--- src/rtl/id_stage.sv ---
// Instruction decode stage: IF/ID register, operand read, branch resolution
// with one-bubble squash, and a registered ID/EX boundary for execute.
module id_stage (
    input  logic        clk,
    input  logic        rst,
    input  logic [31:0] if_instruction,
    input  logic [31:0] if_pc,
    output logic [4:0]  rs_addr,
    output logic [4:0]  rt_addr,
    input  logic [31:0] rs_data,
    input  logic [31:0] rt_data,
    output logic        branch_taken,
    output logic [31:0] branch_address,
    output logic        ex_valid,
    output logic [3:0]  ex_alu_cmd,
    output logic [31:0] ex_val1,
    output logic [31:0] ex_val2,
    output logic [31:0] ex_st_val,
    output logic [4:0]  ex_dest,
    output logic        ex_wb_en,
    output logic        ex_mem_rd,
    output logic        ex_mem_wr,
    output logic        ill_op,
    output logic [31:0] issue_count
);

    localparam logic [5:0] OP_NOP  = 6'd0,  OP_ADD  = 6'd1,  OP_SUB  = 6'd3,
                           OP_AND  = 6'd5,  OP_OR   = 6'd6,  OP_NOR  = 6'd7,
                           OP_XOR  = 6'd8,  OP_SLA  = 6'd9,  OP_SLL  = 6'd10,
                           OP_SRA  = 6'd11, OP_SRL  = 6'd12, OP_ADDI = 6'd32,
                           OP_SUBI = 6'd33, OP_LD   = 6'd36, OP_ST   = 6'd37,
                           OP_BEZ  = 6'd40, OP_BNE  = 6'd41, OP_JMP  = 6'd42;

    localparam logic [3:0] CMD_NONE = 4'd0, CMD_ADD = 4'd1, CMD_SUB = 4'd2;

    // R-type opcodes map in listed order onto ALU commands 1..10
    function automatic logic [3:0] rtype_cmd(input logic [5:0] op);
        case (op)
            OP_ADD:  rtype_cmd = 4'd1;
            OP_SUB:  rtype_cmd = 4'd2;
            OP_AND:  rtype_cmd = 4'd3;
            OP_OR:   rtype_cmd = 4'd4;
            OP_NOR:  rtype_cmd = 4'd5;
            OP_XOR:  rtype_cmd = 4'd6;
            OP_SLA:  rtype_cmd = 4'd7;
            OP_SLL:  rtype_cmd = 4'd8;
            OP_SRA:  rtype_cmd = 4'd9;
            OP_SRL:  rtype_cmd = 4'd10;
            default: rtype_cmd = 4'd0;
        endcase
    endfunction

    logic [31:0] instr_q, pc_q;
    logic        valid_q;

    logic        ex_valid_q, ex_valid_d;
    logic [3:0]  ex_alu_cmd_q, ex_alu_cmd_d;
    logic [31:0] ex_val1_q, ex_val1_d, ex_val2_q, ex_val2_d, ex_st_val_q, ex_st_val_d;
    logic [4:0]  ex_dest_q, ex_dest_d;
    logic        ex_wb_en_q, ex_wb_en_d, ex_mem_rd_q, ex_mem_rd_d, ex_mem_wr_q, ex_mem_wr_d;
    logic        ill_op_q, ill_op_d;
    logic [31:0] issue_count_q, issue_count_d;

    logic [5:0]  op_s;
    logic [31:0] sext_s;
    logic        wb_raw_s, illegal_s, taken_s;

    assign op_s           = instr_q[31:26];
    assign sext_s         = {{16{instr_q[15]}}, instr_q[15:0]};
    assign rs_addr        = instr_q[25:21];
    assign rt_addr        = instr_q[20:16];
    assign branch_taken   = taken_s;
    assign branch_address = pc_q + 32'd4 + {sext_s[29:0], 2'b00};

    // Decode the IF/ID instruction into next ID/EX contents and branch outcome
    always_comb begin
        ex_valid_d   = 1'b0;
        ex_alu_cmd_d = CMD_NONE;
        ex_val1_d    = 32'd0;
        ex_val2_d    = 32'd0;
        ex_st_val_d  = 32'd0;
        ex_dest_d    = 5'd0;
        ex_mem_rd_d  = 1'b0;
        ex_mem_wr_d  = 1'b0;
        wb_raw_s     = 1'b0;
        illegal_s    = 1'b0;
        taken_s      = 1'b0;
        if (valid_q) begin
            case (op_s)
                OP_NOP: begin
                    ex_valid_d = 1'b0;
                end
                OP_ADD, OP_SUB, OP_AND, OP_OR, OP_NOR,
                OP_XOR, OP_SLA, OP_SLL, OP_SRA, OP_SRL: begin
                    ex_valid_d   = 1'b1;
                    ex_alu_cmd_d = rtype_cmd(op_s);
                    ex_val1_d    = rs_data;
                    ex_val2_d    = rt_data;
                    ex_dest_d    = instr_q[15:11];
                    wb_raw_s     = 1'b1;
                end
                OP_ADDI, OP_SUBI, OP_LD: begin
                    ex_valid_d   = 1'b1;
                    ex_alu_cmd_d = (op_s == OP_SUBI) ? CMD_SUB : CMD_ADD;
                    ex_val1_d    = rs_data;
                    ex_val2_d    = sext_s;
                    ex_dest_d    = instr_q[20:16];
                    ex_mem_rd_d  = (op_s == OP_LD);
                    wb_raw_s     = 1'b1;
                end
                OP_ST: begin
                    ex_valid_d   = 1'b1;
                    ex_alu_cmd_d = CMD_ADD;
                    ex_val1_d    = rs_data;
                    ex_val2_d    = sext_s;
                    ex_st_val_d  = rt_data;
                    ex_mem_wr_d  = 1'b1;
                end
                OP_BEZ: begin
                    ex_valid_d = 1'b1;
                    taken_s    = (rs_data == 32'd0);
                end
                OP_BNE: begin
                    ex_valid_d = 1'b1;
                    taken_s    = (rs_data != rt_data);
                end
                OP_JMP: begin
                    ex_valid_d = 1'b1;
                    taken_s    = 1'b1;
                end
                default: begin
                    illegal_s = 1'b1;
                end
            endcase
        end else begin
            illegal_s = 1'b0;
        end
        // r0 is hardwired; never request a write to it
        ex_wb_en_d    = wb_raw_s & (ex_dest_d != 5'd0);
        ill_op_d      = ill_op_q | illegal_s;
        issue_count_d = issue_count_q + {31'd0, ex_valid_d};
    end

    // IF/ID register: a taken branch squashes the wrong-path fetch
    always_ff @(posedge clk) begin
        if (rst) begin
            instr_q <= 32'd0;
            pc_q    <= 32'd0;
            valid_q <= 1'b0;
        end else if (taken_s) begin
            instr_q <= 32'd0;
            pc_q    <= 32'd0;
            valid_q <= 1'b0;
        end else begin
            instr_q <= if_instruction;
            pc_q    <= if_pc;
            valid_q <= 1'b1;
        end
    end

    // ID/EX register plus sticky illegal flag and issue counter
    always_ff @(posedge clk) begin
        if (rst) begin
            ex_valid_q    <= 1'b0;
            ex_alu_cmd_q  <= 4'd0;
            ex_val1_q     <= 32'd0;
            ex_val2_q     <= 32'd0;
            ex_st_val_q   <= 32'd0;
            ex_dest_q     <= 5'd0;
            ex_wb_en_q    <= 1'b0;
            ex_mem_rd_q   <= 1'b0;
            ex_mem_wr_q   <= 1'b0;
            ill_op_q      <= 1'b0;
            issue_count_q <= 32'd0;
        end else begin
            ex_valid_q    <= ex_valid_d;
            ex_alu_cmd_q  <= ex_alu_cmd_d;
            ex_val1_q     <= ex_val1_d;
            ex_val2_q     <= ex_val2_d;
            ex_st_val_q   <= ex_st_val_d;
            ex_dest_q     <= ex_dest_d;
            ex_wb_en_q    <= ex_wb_en_d;
            ex_mem_rd_q   <= ex_mem_rd_d;
            ex_mem_wr_q   <= ex_mem_wr_d;
            ill_op_q      <= ill_op_d;
            issue_count_q <= issue_count_d;
        end
    end

    assign ex_valid    = ex_valid_q;
    assign ex_alu_cmd  = ex_alu_cmd_q;
    assign ex_val1     = ex_val1_q;
    assign ex_val2     = ex_val2_q;
    assign ex_st_val   = ex_st_val_q;
    assign ex_dest     = ex_dest_q;
    assign ex_wb_en    = ex_wb_en_q;
    assign ex_mem_rd   = ex_mem_rd_q;
    assign ex_mem_wr   = ex_mem_wr_q;
    assign ill_op      = ill_op_q;
    assign issue_count = issue_count_q;

endmodule

--- config.mk ---
export PLATFORM = sky130hd
export DESIGN_NAME = id_stage
export DESIGN_NICKNAME = d
export VERILOG_FILES = /design/src/rtl/id_stage.sv
export SDC_FILE = /design/constraint.sdc
export NUM_CORES = 1
export LEC_CHECK = 0
export BUFFER_PORTS_ARGS = -buffer_cell sky130_fd_sc_hd__buf_4
export CELL_PAD_IN_SITES_DETAIL_PLACEMENT = 1
export CELL_PAD_IN_SITES_GLOBAL_PLACEMENT = 1
export CORE_AREA = 3 3 164 166
export DETAILED_ROUTE_END_ITERATION = 8
export DIE_AREA = 0 0 167 169
export GPL_ROUTABILITY_DRIVEN = 0
export PLACE_DENSITY = 0.81
export SLEW_MARGIN = 20
export SYNTH_ARGS = -nofsm -noshare
export SYNTH_HDL_FRONTEND = slang
export SYNTH_SLANG_ARGS = --single-unit
--- constraint.sdc ---
create_clock -name clk -period 4.28 [get_ports clk]
set_input_delay 0.214 -clock clk [delete_from_list [all_inputs] [get_ports clk]]
set_output_delay 0.214 -clock clk [all_outputs]
set_load 0.005 [all_outputs]
==> run_results.csv, run 1 <==
group,metric,value,unit
critical_path,critPathSlowestCell,"fa_1",
clock_tree,cts_hold_buf,128,
floorplanning,fp.dieH,169,µm
floorplanning,start_util,34.39,%
sta,tns,0,ps
global_route,antenna_found_initial,3,
critical_path,crit_arrival,3650,ps
clock_tree,tritoncts,"done",
critical_path,path_max_fanout,4,
sta,period_share,90.37,%
sta,maxSlewHeadroom,38.30,%
placement,dp_hpwl,23270,µm
global_route,grt_pass1_wl,53680,µm
cells_and_area,layout_commonest_cell,"buf_4",
clock_tree,numCtsBuffers,25,
power,comb_power_share,15.4,%
synthesis,synthFlopType,"dfxtp_1",
synthesis,ys_seq_area_share,47.67,%
detailed_routing,final_antenna_net_count,0,
sta,fin_crit,3868,ps
hold_path,hold_class,"input port to register",
sta,finalClockSkew,26.69,ps
critical_path,crit_path_frequent_cell,"inv_1",
placement,portBuffers,314,
clock_tree,clkTransAtPathRegs,60,ps
floorplanning,core-area,0.02576,mm²
synthesis,synth_cells,915,
synthesis,async_flop_share,0,%
sta,slew_violations,0,
cells_and_area,num-fill-cells,2858,
clock_tree,cts_setup_buffers,0,
synthesis,syn_area,0.008861,mm²
status,status,"finished, final reports clean",
clock_tree,cts_resized,0,
sta,timing.fmax,258.6,MHz
sta,hold_violations,0,
global_route,grtUsageTotal,23.93,%
critical_path,max_stage_delay,390,ps
critical_path,worstSetupPathType,"register to output port",
placement,place_area,0.01146,mm²
placement,dp_slack,988.9,ps
synthesis,syn_nets,1105,
power,seq_power_share,43.3,%
cells_and_area,final_area,0.01349,mm²
cells_and_area,fin_nets,1535,
clock_tree,htree_levels,1,
critical_path,required,4070,ps
detailed_routing,drc,0,
global_route,grt_pass1_vias,9190,
cells_and_area,final_cell_mix,"buf_4 (321), dfxtp_1 (211), and2_1 (129)",
floorplanning,rows,59,
critical_path,crit_chain,"inv_1, ha_1, inv_1, ha_1, inv_1, fa_1, nand2b_1, a21oi_1, o21ai_1, a31oi_1, o21ai_1, o311ai_1, a21oi_1, xnor2_1, buf_4",
power,p_clk_share,41.3,%
synthesis,ys_warn_count,0,
sta,finalSetupViolations,0,
clock_tree,insertion_delay,520,ps
floorplanning,die_w,167,µm
detailed_routing,first_iter_violations,313,
floorplanning,die_area,0.02822,mm²
cells_and_area,drive_above_1_share,27.27,%
power,leakage,0.006145,µW
power,ir_drop,0.2915,mV
detailed_routing,dr_total_vias,8332,
detailed_routing,routedWlPerCell,20.60,µm
sta,rsz0062_at_grt,"no",
floorplanning,ios,315,
clock_tree,cts.sinks,211,
detailed_routing,finalWirelength,34920,µm
detailed_routing,dr.pass1.iters,4,
power,p_sw_share,25.20,%
critical_path,critPathBufInv,4,
synthesis,synth_edf_count,0,
clock_tree,cts_buffer_depth,3,
cells_and_area,final_core_util,52.35,%
power,p_int,3555,µW
synthesis,ys_ff_latch,211,
critical_path,cp_top_family,"compound AO/OA/AOI/OAI gates",
sta,fin_ws,412.3,ps
power,power_density,352.4,mW/mm²
critical_path,worstSetupEndpointType,"output port",
detailed_routing,via_per_inst,4.916,
global_route,grt_overflow,0,
power,switching_power,1198,µW
run,max_cap_violations,0,
critical_path,crit_path_start_kind,"register",
synthesis,yosys.cell_types.count,58,
cells_and_area,syn_to_final_growth,52.22,%
global_route,grt_max_degree,60,
sta,worstMarginPinSlew,925.5,ps
synthesis,avgSynthCellArea,9.684,µm²
clock_tree,root_buffer,"clkbuf_16",
==> power by group through the flow <==
| stage | logic (µW) | registers [µW] | clock network (µW) |
|---|---|---|---|
| after floorplan | 296 | 2090 | 0 |
| after global placement | 597 | 2100 | 0 |
| after detailed placement | 610 | 2100 | 0 |
| after CTS | 717 | 2060 | 1990 |
| after global routing | 796 | 2060 | 2080 |
| final | 730 | 2060 | 1960 |
==> cell type report <==
type / count / area (µm²) / area share [%]
Multi-Input combinational cell: 634 / 4318 / 32.01
Timing Repair Buffer: 449 / 3691 / 27.37
Tap cell: 335 / 419.2 / 3.108
Antenna cell: 3 / 7.507 / 0.05566
Clock inverter: 4 / 25.02 / 0.1855
Sequential cell: 211 / 4224 / 31.32
Inverter: 24 / 90.09 / 0.6679
Clock buffer: 35 / 713.2 / 5.288
==> path summary, 6_finish.rpt <==
| kind | slack [ps] | startpoint | cells past startpoint | to |
|---|---|---|---|---|
| setup / recovery | 410 | instr_q[0] | 15 | branch_address[31] |
| hold / removal | 120 | rst | 2 | issue_count[31] |
| setup reg to reg | 960 | instr_q[29] | 14 | issue_count[24] |
| hold reg to reg | 450 | register | 1 | ex_alu_cmd[2] |
==> state kept, by name, indices dropped and copies added (netlist names), 4 cells and up, named ones only <==
register,cells
ex_dest,5
pc_q,32
ex_val2,32
issue_count,32
ex_val1,32
instr_q,32
ex_alu_cmd,4
ex_st_val,32
==> per-stage QoR <==
stage	instances	power (µW)	hold WS, ps
final	1695	4753	120.6
after global routing	1695	4944	142.4
after CTS	1692	4761	114.5
after detailed placement	1525	2710	419.8
after global placement	1525	2695	415.7
after floorplan	915	2383	335.7
==> cell families after synthesis <==
kind of cell,count (synthesis),share of synthesized area [%]
flops,211,47.67
mux,1,0.1271
compound gates,140,10.56
fa+ha+maj,60,8.557
simple gates,352,21.34
buf+inv,70,3.742
xor+xnor,81,8.006
==> per-layer routing <==
layer	GRT usage [%]	wire length [µm]	vias to the layer above
met1	26.10	13280	4020
met3	4.998	2050	68
met4	8.608	1299	0
met2	45.61	18290	298
met5	0	0	-
li1	-	-	3946
==> Yosys cell counts, types with 9 or more instances <==
library cell / count / share of area (%)
a22oi_1: 20 / 1.7
xor2_1: 27 / 2.7
buf_4: 13 / 1.1
nand3_1: 18 / 1.0
a21o_1: 9 / 0.76
xnor2_1: 54 / 5.3
nor3_1: 11 / 0.62
ha_1: 59 / 8.3
dfxtp_1: 211 / 48
nor2_1: 84 / 3.6
nand2_1: 44 / 1.9
inv_1: 24 / 1.0
and2_1: 129 / 9.1
clkbuf_1: 14 / 0.59
nor4_1: 11 / 0.78
nand4_1: 15 / 1.1
buf_2: 11 / 0.62
a21oi_1: 45 / 2.5
o21ai_0: 20 / 1.1
and3_1: 10 / 0.71
Note: power is estimated with default switching activity, not from simulation.
==> run 2, diff against run 1 <==
--- a/config.mk
+++ b/config.mk
@@ -8,11 +8,11 @@
 export BUFFER_PORTS_ARGS = -buffer_cell sky130_fd_sc_hd__buf_4
 export CELL_PAD_IN_SITES_DETAIL_PLACEMENT = 1
 export CELL_PAD_IN_SITES_GLOBAL_PLACEMENT = 1
-export CORE_AREA = 3 3 164 166
+export CORE_AREA = 3 3 176 178
 export DETAILED_ROUTE_END_ITERATION = 8
-export DIE_AREA = 0 0 167 169
+export DIE_AREA = 0 0 179 181
 export GPL_ROUTABILITY_DRIVEN = 0
-export PLACE_DENSITY = 0.81
+export PLACE_DENSITY = 0.73
 export SLEW_MARGIN = 20
 export SYNTH_ARGS = -nofsm -noshare
 export SYNTH_HDL_FRONTEND = slang
==> run 2 against run 1 <==
Net effect:
- register-to-register slack better by 100 ps
- global-route usage decreased by 3.5 points
- clock power increased by 16%
- setup slack better by 15 ps
- sequential cell count is the same
- clock-buffer cell count down 6
- clock skew down 8.3 ps
- hold slack got worse by 9.0 ps
- critical path type unchanged
- highest routed layer unchanged
==> run_results.csv, run 2 (same netlist as run 1, synthesis figures left out) <==
group,metric,value,unit
power,finalPower,5052,µW
sta,worstMarginPinSlew,925.9,ps
clock_tree,numCtsBuffers,24,
floorplanning,start_util,29.98,%
cells_and_area,final_cell_mix,"buf_4 (321), dfxtp_1 (211), and2_1 (129)",
critical_path,r2r-start,"instr_q[29]",
critical_path,worstSetupEndpointType,"output port",
sta,slew_violations,0,
critical_path,reg2reg_depth,14,
global_route,busiest_layer,"met2",
floorplanning,rows,63,
critical_path,reg2reg_slack,1060,ps
clock_tree,root_buffer,"clkbuf_16",
global_route,grt_pass1_wl,51730,µm
clock_tree,cts_resized,0,
cells_and_area,multiInputGateArea,0.004318,mm²
detailed_routing,first_iter_violations,278,
sta,rsz0062_at_grt,"no",
power,ir_drop,0.3293,mV
detailed_routing,final_antenna_net_count,0,
detailed_routing,finalWirelength,34020,µm
global_route,grt_max_degree,63,
floorplanning,die_area,0.03240,mm²
clock_tree,cts_setup_buffers,0,
floorplanning,core-area,0.02956,mm²
power,power_density,368.8,mW/mm²
global_route,use_met3,4.981,%
cells_and_area,final_core_util,46.34,%
floorplanning,fp.dieH,181,µm
sta,finalSetupViolations,0,
clock_tree,insertion_delay,530,ps
clock_tree,tritoncts,"done",
cells_and_area,layout_commonest_cell,"buf_4",
cells_and_area,syn_to_final_growth,54.59,%
global_route,grt_pass1_vias,9112,
placement,dp_hpwl,23450,µm
power,seq_power_share,40.7,%
critical_path,r2r-end,"issue_count[24]",
sta,fin_ws,427.4,ps
cells_and_area,num-fill-cells,3270,
global_route,grt_overflow,0,
placement,dp_slack,968.4,ps
critical_path,required,4070,ps
hold_path,worstHoldStart,"rst",
clock_tree,cts_buffer_depth,3,
global_route,grtUsageTotal,20.39,%
sta,tns,0,ps
sta,maxSlewHeadroom,38.27,%
sta,hold_violations,0,
cells_and_area,fin_nets,1534,
clock_tree,htree_levels,1,
critical_path,worstSetupPathType,"register to output port",
placement,place_area,0.01153,mm²
power,p_int,3790,µW
clock_tree,cts.sinks,211,
cells_and_area,seq_area,0.004224,mm²
sta,finalClockSkew,18.37,ps
power,switching_power,1262,µW
hold_path,holdPathEnd,"issue_count[25]",
sta,fin_crit,3853,ps
placement,portBuffers,314,
detailed_routing,drc,0,
detailed_routing,dr.pass1.iters,4,
global_route,use_met2,36.98,%
floorplanning,ios,315,
status,status,"finished, final reports clean",
critical_path,crit_arrival,3640,ps
critical_path,path_max_fanout,4,
power,p_clk_share,45.0,%
detailed_routing,via_per_inst,4.695,
run,max_cap_violations,0,
critical_path,crit_start,"instr_q[0]",
global_route,antenna_found_initial,5,
detailed_routing,routedWlPerCell,19.36,µm
floorplanning,die_w,179,µm
power,comb_power_share,14.3,%
power,leakage,0.006207,µW
power,p_sw_share,24.98,%
detailed_routing,dr_total_vias,8249,
cells_and_area,final_area,0.01370,mm²
hold_path,hold_class,"input port to register",
global_route,grtUsageMet1,22.60,%
clock_tree,cts_hold_buf,128,
hold_path,whs_path_depth,2,
sta,timing.fmax,259.6,MHz
critical_path,crit_path_start_kind,"register",
sta,period_share,90.01,%
clock_tree,clkTransAtPathRegs,60,ps
cells_and_area,drive_above_1_share,27.68,%
==> run 2: cell type report <==
class,instances,area share [%]
Sequential cell,211,30.84
Clock inverter,15,1.717
Tap cell,390,3.562
Timing Repair Buffer,449,26.95
Inverter,24,0.6577
Clock buffer,29,4.668
Multi-Input combinational cell,634,31.52
Antenna cell,5,0.09134
==> run 2: layer usage <==
layer / vias up / wire length, µm
met5: - / 0
met4: 0 / 1365
met3: 75 / 2329
met2: 296 / 17050
met1: 3921 / 13280
li1: 3957 / -
==> run 2: metrics by stage <==
step	hold WS (ps)	instances
5_1_grt	125.9	1757
3_5_place_dp	419.6	1580
3_3_place_gp	415.8	1580
2_1_floorplan	335.7	915
4_1_cts	102.2	1752
6_report	111.6	1757
==> run 2: critical path, cell delays in order (launching register included) <==
cell and delay [ps]:
dfxtp_1 340, inv_1 50, ha_1 180, inv_1 50, ha_1 190, inv_1 70, fa_1 410, nand2b_1 180
a21oi_1 180, o21ai_1 170, a31oi_1 310, o21ai_1 200, o311ai_1 330, a21oi_1 120, xnor2_1 200, buf_4 150
==> run 2: power groups by stage <==
stage | logic, µW | registers, µW | clock network (µW)
after global placement | 601 | 2100 | 0
after floorplan | 296 | 2090 | 0
after CTS | 714 | 2060 | 2330
after global routing | 789 | 2060 | 2420
final | 721 | 2060 | 2270
after detailed placement | 609 | 2100 | 0
==> run 2: how the worst max path moves through the flow <==
stage,cells past startpoint,endpoint,slack [ps]
global route,15,branch_address[31],160
detailed placement,15,branch_address[31],970
CTS,15,branch_address[31],370
finish,15,branch_address[31],430
floorplan,11,branch_address[30],1430
global placement,15,branch_address[31],1050
==> run 3, diff against run 2 <==
--- a/config.mk
+++ b/config.mk
@@ -8,9 +8,9 @@
 export BUFFER_PORTS_ARGS = -buffer_cell sky130_fd_sc_hd__buf_4
 export CELL_PAD_IN_SITES_DETAIL_PLACEMENT = 1
 export CELL_PAD_IN_SITES_GLOBAL_PLACEMENT = 1
-export CORE_AREA = 3 3 176 178
+export CORE_AREA = 2 2 175 177
 export DETAILED_ROUTE_END_ITERATION = 8
-export DIE_AREA = 0 0 179 181
+export DIE_AREA = 0 0 177 179
 export GPL_ROUTABILITY_DRIVEN = 0
 export PLACE_DENSITY = 0.73
 export SLEW_MARGIN = 20
==> constraint.sdc (replaced) <==
create_clock -name clk -period 4.28 [get_ports clk]
set_input_delay 0.214 -clock clk [delete_from_list [all_inputs] [get_ports clk]]
set_output_delay 0.214 -clock clk [all_outputs]
set_load 0.02 [all_outputs]
==> run 3 against run 2 <==
Net effect:
- final cell count shrank 0.17%
- die area shrank 2.2%
- wire length shrank 4.3%
- highest routed layer unchanged
- largest cell class unchanged
==> run_results.csv, run 3 (same netlist as run 1, synthesis figures left out) <==
group,metric,value,unit
status,status,"finished, final reports clean",
floorplanning,rows,64,
cells_and_area,final_core_util,45.14,%
detailed_routing,routedWlPerCell,18.57,µm
placement,place_area,0.01153,mm²
clock_tree,numCtsBuffers,24,
sta,maxSlewHeadroom,47.47,%
global_route,grt_max_degree,58,
placement,dp_hpwl,22680,µm
floorplanning,die_w,177,µm
global_route,grt_overflow,0,
detailed_routing,first_iter_violations,286,
sta,finalSetupViolations,0,
floorplanning,ios,315,
global_route,antenna_found_initial,1,
critical_path,crit_path_frequent_cell,"inv_1",
floorplanning,fp.dieH,179,µm
cells_and_area,final_area,0.01355,mm²
sta,hold_slack,39.16,ps
critical_path,worstSetupPathType,"register to output port",
power,leakage,0.006139,µW
cells_and_area,layout_commonest_cell,"buf_4",
cells_and_area,syn_to_final_growth,52.96,%
sta,fin_ws,494.5,ps
sta,slew_violations,0,
detailed_routing,via_per_inst,4.651,
detailed_routing,drc,0,
critical_path,crit_path_start_kind,"register",
power,power_density,355.6,mW/mm²
detailed_routing,dr.pass1.iters,4,
detailed_routing,final_antenna_net_count,0,
sta,hold_violations,0,
clock_tree,cts_setup_buffers,0,
clock_tree,clkTransAtPathRegs,50,ps
clock_tree,tritoncts,"done",
hold_path,whs_path_depth,3,
global_route,grt_pass1_wl,49760,µm
detailed_routing,dr_total_vias,8158,
sta,timing.fmax,264.2,MHz
clock_tree,insertion_delay,510,ps
critical_path,worstSetupEndpointType,"output port",
clock_tree,htree_levels,1,
floorplanning,die_area,0.03168,mm²
critical_path,crit_arrival,3570,ps
sta,tns,0,ps
detailed_routing,finalWirelength,32570,µm
sta,rsz0062_at_grt,"no",
sta,fin_crit,3786,ps
critical_path,reg2reg_depth,14,
sta,finalClockSkew,8.878,ps
global_route,grtUsageTotal,20.20,%
placement,dp_slack,988.0,ps
power,ir_drop,0.2390,mV
clock_tree,cts.sinks,211,
sta,worstMarginPinSlew,786.1,ps
sta,period_share,88.45,%
critical_path,required,4070,ps
cells_and_area,fin_nets,1532,
critical_path,max_stage_delay,390,ps
hold_path,hold_class,"input port to register",
run,max_cap_violations,0,
critical_path,path_max_fanout,4,
clock_tree,cts_resized,0,
global_route,grt_pass1_vias,8964,
placement,portBuffers,314,
floorplanning,start_util,29.51,%
cells_and_area,final_cell_mix,"buf_4 (320), dfxtp_1 (211), and2_1 (129)",
clock_tree,cts_buffer_depth,3,
clock_tree,root_buffer,"clkbuf_16",
critical_path,critPathSlowestCell,"fa_1",
critical_path,crit_chain,"inv_1, ha_1, inv_1, ha_1, inv_1, fa_1, nand2b_1, a21oi_1, o21ai_1, a31oi_1, o21ai_1, o311ai_1, a21oi_1, xnor2_1, buf_4",
floorplanning,core-area,0.03003,mm²
cells_and_area,drive_above_1_share,27.41,%
## run 3: cell count changes in the layout (fill, tap and decap cells not counted), moves of 2 or more
cell	previous run	this run
clkinv_2	2	4
clkbuf_1	3	5
diode_2	5	1
clkinv_4	4	1
clkbuf_8	2	4
bufinv_16	5	0
## run 3: worst max-delay path, delay by kind of cell, from the launching register on
kind | cells | cell delay (ps)
fa+ha+maj | 3 | 780
simple gates | 1 | 180
xor+xnor | 1 | 160
compound gates | 6 | 1280
flops | 1 | 340
buf+inv | 4 | 330
## run 3: what timing repair did
action | 4_1_cts | 5_1_grt
endpoints found under the setup margin | 0 | 0
hold endpoints to repair | 150 | 0
hold buffers | 127 | 0
## run 3: cell type report
class	instances	area, µm²
multi-input combinational	634	4325
antenna	1	2.502
clock inverter	7	43.79
inverter	24	90.09
fill	3380	16470
sequential	211	4224
clock buffer	34	699.4
tap	396	495.5
timing repair buffer	447	3674
## run 3: metal layers
metal | up-vias | GRT usage [%] | share of wire, %
met5 | - | 0 | 0
met4 | 0 | 8.953 | 4.0
met3 | 75 | 5.153 | 7.1
met2 | 281 | 36.06 | 49
met1 | 3864 | 22.60 | 40
li1 | 3938 | - | -
## run 3: path summary, 6_finish.rpt
path                             startpoint                 end  slack, ps
worst max-delay path             instr_q[0]  branch_address[31]        490
worst min-delay path             rt_data[0]          ex_val2[0]         40
worst max register to register  instr_q[29]     issue_count[24]       1110
worst min register to register     register       ex_alu_cmd[2]        450
## run 3: through the flow
stage / power, µW / instances
finish: 4820 / 1754
detailed placement: 2797 / 1585
floorplan: 2470 / 915
global placement: 2785 / 1585
CTS: 4856 / 1753
global route: 5022 / 1754
## run 3: power breakdown
group / total [µW] / leakage, µW / internal, µW / switching [µW]
registers: 2060 / 0.00172 / 2020 / 36.4
clock network: 1960 / 0.000363 / 1130 / 826
logic: 803 / 0.00405 / 391 / 413
